--- config.mk ---
export PLATFORM = sky130hd
export DESIGN_NAME = fifo_access_scheduler
export DESIGN_NICKNAME = d
export VERILOG_FILES = /design/src/rtl/fifo_access_scheduler.sv
export SDC_FILE = /design/constraint.sdc
export NUM_CORES = 1
export LEC_CHECK = 0
export BUFFER_PORTS_ARGS = -buffer_cell sky130_fd_sc_hd__buf_2
export CAP_MARGIN = 20
export CORE_MARGIN = 2
export CORE_UTILIZATION = 44
export CTS_CLUSTER_DIAMETER = 120
export DETAILED_ROUTE_END_ITERATION = 10
export PLACE_DENSITY = 0.84
export REMOVE_ABC_BUFFERS = 1
export SYNTH_ARGS = -nofsm -noshare
export SYNTH_HDL_FRONTEND = slang
export SYNTH_HIERARCHICAL = 1
export SYNTH_SLANG_ARGS = --single-unit
--- constraint.sdc ---
create_clock -name clk -period 3.42 [get_ports clk]
set_input_delay 0.171 -clock clk [delete_from_list [all_inputs] [get_ports clk]]
set_output_delay 0.171 -clock clk [all_outputs]
set_load 0.03 [all_outputs]
--- src/rtl/fifo_access_scheduler.sv ---
// fifo_access_scheduler: round-robin write arbiter plus read scheduler that
// owns the single access port of a Synchronous_FIFO. Writes and reads share
// the FIFO's one-op-per-cycle budget; contested cycles alternate W/R.

// Per-producer lane: flags a request that lies at or above the round-robin
// pointer, so the top level can pick "first at/after rr_ptr" with a
// double-mask priority search instead of a modular scan.
module fifo_sched_lane #(
  parameter int IW   = 2,
  parameter int LANE = 0
) (
  input  logic [IW-1:0] rr_ptr,
  input  logic          vld,
  output logic          hi_req
);
  localparam logic [IW-1:0] LID = IW'(LANE);

  // Request belongs to the upper (not-yet-wrapped) half of the search.
  always_comb hi_req = vld && (LID >= rr_ptr);
endmodule

module fifo_access_scheduler #(
  parameter int WIDTH   = 4,
  parameter int NUM_REQ = 4
) (
  input  logic                       clk,
  input  logic                       rst,
  input  logic [NUM_REQ-1:0]         req_valid,
  input  logic [NUM_REQ*WIDTH-1:0]   req_data,
  output logic [NUM_REQ-1:0]         req_ready,
  input  logic                       rd_req,
  output logic                       rd_ack,
  output logic                       rd_valid,
  output logic [$clog2(NUM_REQ)-1:0] grant_id,
  input  logic                       fifo_full,
  input  logic                       fifo_empty,
  output logic                       fifo_w_in,
  output logic                       fifo_r_in,
  output logic [WIDTH-1:0]           fifo_data_in
);
  localparam int IW = $clog2(NUM_REQ);
  localparam logic [IW-1:0] LAST = IW'(NUM_REQ - 1);

  logic [IW-1:0]      rr_ptr;
  logic               wr_turn;
  logic [NUM_REQ-1:0] hi_req;
  logic               hi_any;
  logic [IW-1:0]      win;
  logic               wr_cand, rd_cand;
  logic               do_wr, do_rd;

  genvar g;
  generate
    for (g = 0; g < NUM_REQ; g++) begin : g_lane
      fifo_sched_lane #(.IW(IW), .LANE(g)) u_lane (
        .rr_ptr (rr_ptr),
        .vld    (req_valid[g]),
        .hi_req (hi_req[g])
      );
    end
  endgenerate

  // Round-robin winner: lowest requester at/after rr_ptr, else wrap to the
  // lowest requester overall. Scanning downward lets the lowest index win.
  always_comb begin
    hi_any = |hi_req;
    win    = '0;
    for (int i = NUM_REQ - 1; i >= 0; i--) begin
      if (hi_any ? hi_req[i] : req_valid[i]) win = IW'(i);
    end
  end

  // Operation select; every strobe is masked while reset is held so the
  // FIFO sees nothing from the instant rst drops.
  always_comb begin
    wr_cand = (|req_valid) && !fifo_full;
    rd_cand = rd_req && !fifo_empty;
    do_wr   = rst && wr_cand && (!rd_cand || wr_turn);
    do_rd   = rst && rd_cand && (!wr_cand || !wr_turn);
  end

  // Drive the grant, ack and FIFO port from the selected operation.
  always_comb begin
    req_ready    = '0;
    grant_id     = '0;
    fifo_data_in = '0;
    fifo_w_in    = do_wr;
    fifo_r_in    = do_rd;
    rd_ack       = do_rd;
    if (do_wr) begin
      grant_id     = win;
      fifo_data_in = req_data[win*WIDTH +: WIDTH];
      for (int i = 0; i < NUM_REQ; i++) req_ready[i] = (win == IW'(i));
    end
  end

  // State: pointer advances past each winner, turn flips only on contested
  // cycles, rd_valid marks the cycle the popped word appears on data_out.
  always_ff @(posedge clk or negedge rst) begin
    if (!rst) begin
      rr_ptr   <= '0;
      wr_turn  <= 1'b1;
      rd_valid <= 1'b0;
    end else begin
      rd_valid <= do_rd;
      if (wr_cand && rd_cand) wr_turn <= ~wr_turn;
      if (do_wr) rr_ptr <= (win == LAST) ? '0 : win + 1'b1;
    end
  end
endmodule
* After elaboration in Yosys (flattened, before gate mapping)
Index checks and enable logic that the tools add are counted.
** Operators by class
- Shift-type cells :: 1
- Equality and inequality tests :: 3
- Add/subtract/negate cells :: 1
- Magnitude comparators :: 4
- Muxes and demuxes :: 12
- Bitwise logic cells :: 1
- Reduce and logical (&&, ||, !) cells :: 21
** Operator list (number)
- $shiftx 16x5->4 :: 1
- $mux 2 :: 6
- $logic_and 1x1->1 :: 11
- $mux 4 :: 2
- $reduce_or 4->1 :: 2
- $logic_not 1->1 :: 5
- $eq 2x2->1 const B :: 2
- $ge 1x2->1 const A :: 2
- $ge 2x2->1 const A :: 2
- $mux 1 :: 4
- $add 2x1->2 const B :: 1
- $eq 2x1->1 const B :: 1
- $logic_not 2->1 :: 1
- $logic_or 1x1->1 :: 2
- $not 1->1 :: 1
** Word-level totals
- Word-level logic and storage cells :: 46
- Output and inout bits :: 14
- Input port bits :: 25
- Bits in registers :: 4

* Longest topological paths before layout
- Depth after elaboration :: 10
- Depth in mapped cells :: 7
- Gate-level depth less buffers :: 7

* Modules after synthesis
Netlist, hierarchy kept.
** Modules (own cells, without submodules)
- fifo_access_scheduler :: area each 543.0 um^2, cells an instance 62, seq. area each 101.3 um^2, instances 1
- fifo_sched_lane at g_lane[1].u_lane :: area each 13.8 um^2, cells an instance 1, seq. area each 0.0 um^2, instances 1
- fifo_sched_lane at g_lane[0].u_lane :: area each 12.5 um^2, cells an instance 1, seq. area each 0.0 um^2, instances 1
- fifo_sched_lane at g_lane[2].u_lane :: area each 11.3 um^2, cells an instance 1, seq. area each 0.0 um^2, instances 1
- fifo_sched_lane at g_lane[3].u_lane :: area each 7.5 um^2, cells an instance 1, seq. area each 0.0 um^2, instances 1

* Worst setup path before layout
Ideal clock, no wire load.
- Kind :: reg-to-output
- Start :: register rr_ptr[1]
- End :: output port fifo_data_in[0]
- Cell stages (with the launch flop) :: 8
- Slack :: 1.377 ns
- Arrival :: 1.872 ns
- Path buffers :: 0
- Data required time :: 3.249 ns
- Cells stage by stage :: dfrtp_1 -> nor3b_2 -> nor3_2 -> o21ai_2 -> o311ai_4 -> inv_4 -> mux2i_1 -> o22ai_1
** On the way
- Cells in the longest elaborated chain, start to end :: 10
- Elaborated cells between the ends (all ways) :: 19
- Classes of those cells :: order compare: 4; shift: 1; mux: 9; reduce/logical: 5
** RTL lines
- start, declared :: line 44 : logic [IW-1:0] rr_ptr;
- start signal, assigned :: line 107 : if (do_wr) rr_ptr <= (win == LAST) ? '0 : win + 1'b1;
- $ge 1x2->1 * :: line 19 : always_comb hi_req = vld && (LID >= rr_ptr);
- $logic_and 1x1->1 * :: line 19
- via hi_req[0] :: line 46 : logic [NUM_REQ-1:0] hi_req;
- $reduce_or 4->1 :: line 66 : hi_any = |hi_req;
- $mux 1 :: line 69 : if (hi_any ? hi_req[i] : req_valid[i]) win = IW'(i);
- $mux 2 (3 in a row) :: line 69
- $mux 2 * :: line 69
- $shiftx 16x5->4 * :: line 92 : fifo_data_in = req_data[win*WIDTH +: WIDTH];
- $mux 4 * :: line 90 : if (do_wr) begin
- end, declared :: line 39 : output logic [WIDTH-1:0] fifo_data_in
The timed path passes the listed nets; every way through them passes the cells marked *.

* Worst setup path after layout
Ends and elaborated chain as after synthesis.

==> run summary <==
run status - finished, final reports clean
clock slew at reported path FFs - 50 ps
Post-Syn Instances - 66
Netlist cell types - 32
multi-input logic area - 437.9 µm²
dominant cell type by area after synthesis - dfrtp_1
dpl cells - 117
Hold Crit Class - input pin to register
final critical-path required period - 2338 ps
achievable frequency - 427.8 MHz
ys async rst share - 100.0%
IO Pins - 39
DP HPWL - 1.095 mm
Ant. Diodes - 0
Highest Signal Layer - met4
Clock Sinks - 4
Mapped Area - 588.1 µm²
PortBufs - 38
gr usage total - 20.32%
Cell Count, Final, Fillers Out - 122
metal3 WL - 96 µm
worst skew pair latency - 250 ps
# fillers - 110
via count - 612
Initial Util - 46.35%
Slew HR - 65.77%
drt drc - 0
CP required - 3250 ps
initial antenna violation count - 0
ANT nets after route - 0
Worst setup EP type - output pin
htree depth - 1
Inserted Clock Buffers - 3
synth top area cells - dfrtp_1 13%, ha_1 8.5%, mux2i_1 6.8%
Worst Setup Start Kind - register
placed inst area - 782.0 µm²
Register Area - 101.3 µm²
Commonest cells post-synth - 6 x nand2_1, 6 x nor2_1
DR vias/cell - 5.016
final setup fails - 0
Final Cell Area - 818.3 µm²
fin util - 64.50%
PwrDens - 539.5 mW/mm²
post-synthesis sequential area ratio - 17.23%
CP Max Fanout - 7
Rows - 13
Synthesis Warnings - 6
setup TNS - 0 ps
Clock Skew - 10.35 ps
largest net degree at the start of global routing - 10
global-route wire length before repair - 2.166 mm
CTS tree - yes
Setup CP Type - register to output pin
Hold Buf Count CTS - 1
VDD IR max - 250.2 µV
met2 WL - 660 µm
Slew @ Worst Pin - 511.3 ps
Hold Vio Cnt, Final - 0
Congestion Overflow GR - 0
Post-CTS Resized - 0
MaxCap Viol Count - 0
post-CTS setup buffers - 0
Avg Synthesized Cell Area - 8.910 µm²
crit share post-route - 68.35%
Max clock buf depth - 2
Pins Over Slew Limit - 0
Static Leak - 0.0004455 µW
final RePlAce weighted congestion - 0.7261
Avg WL per Cell - 10.84 µm
M1 WL - 548 µm
core footprint - 0.001269 mm²
number of DRC markers in iteration 0 - 13
number of global-route vias before repair - 529
count of state elements after synthesis - 4
die width - 40.56 µm
final wirelength - 1.323 mm
Layout area overhead - 39.15%
die area - 0.001645 mm²
Final Power - 441.5 µW
share of layout cells above drive strength 1 - 53.27%
critical path data arrival time - 2170 ps
root buffer cell - clkbuf_4
nets@finish - 137
Die Y - 40.56 µm
Post-synth EDFFs - 0
Synth Flop Type - dfrtp_1
Synth top area share - 12.77%
drt pass-1 iters - 4
RSZ-0062 raised after global routing - false
[routing by layer]
metal / global-route usage, % / vias to the layer above
met4: 10.00 / 0
li1: - / 316
met2: 32.94 / 34
met5: 0 / -
met3: 5.000 / 2
met1: 24.59 / 260
[critical path, cell delays in order, from the launching register on]
cell and delay [ps]:
dfrtp_1 440, nor3b_2 470, inv_2 120, nand2_2 110, o311ai_4 130, inv_4 150, mux2i_1 200, o22ai_1 100
buf_2 190
[power breakdown]
| group | leakage, µW | switching (µW) | internal [µW] | total, µW |
|---|---|---|---|---|
| registers | 0.0000491 | 27.8 | 70.4 | 98.1 |
| logic | 0.000381 | 164 | 108 | 272 |
| clock network | 0.0000150 | 26.8 | 44.2 | 71.0 |
[layout make-up]
cell class              instances  share of cell area, %
flip-flops and latches          4                  12.39
multi-input cells              53                  53.52
inverters                       7                  4.128
well taps                      15                  2.294
repair buffers                 39                  24.46
clock buffers                   4                  3.211
[path summary, 6_finish.rpt]
path / start / end / slack (ps) / depth (start not counted)
max: rr_ptr[1] / fifo_data_in[0] / 1080 / 8
min: fifo_empty / rd_valid / 190 / 4
min in group asynchronous: rst / rd_valid / 280 / 2
max reg2reg: rr_ptr[1] / rr_ptr[0] / 1520 / 6
min reg2reg: wr_turn / wr_turn / 520 / 1
max in group asynchronous: rst / wr_turn / 2910 / 2
[registers in the layout, indices dropped and copies added, names as in the netlist]
register	count
rr_ptr	2
rd_valid	1
wr_turn	1
[cell usage in the layout (no fill, tap or decap), drive strengths merged, types with 4 or more instances in the layout]
master	n
nand2	8
a22oi	4
buf	38
clkbuf	4
ha	4
mux2i	4
inv	6
o22ai	4
nor2	6
and2	4
[logic make-up after synthesis]
| group | synth area share (%) |
|---|---|
| buf+inv | 8.297 |
| compound gates | 31.70 |
| simple gates | 25.95 |
| flops | 17.23 |
| mux | 6.809 |
| fa+ha+maj | 8.511 |
| xor+xnor | 1.490 |
[per-stage QoR]
| stage | hold slack [ps] | setup slack, ps |
|---|---|---|
| 2_1_floorplan | -124.6 | 1377 |
| 3_3_place_gp | 2.951 | 1320 |
| 3_5_place_dp | 6.789 | 1336 |
| 4_1_cts | 185.4 | 1051 |
| 5_1_grt | 214.8 | 860.7 |
| 6_report | 191.3 | 1082 |
Note: power is estimated with default switching activity, not from simulation.
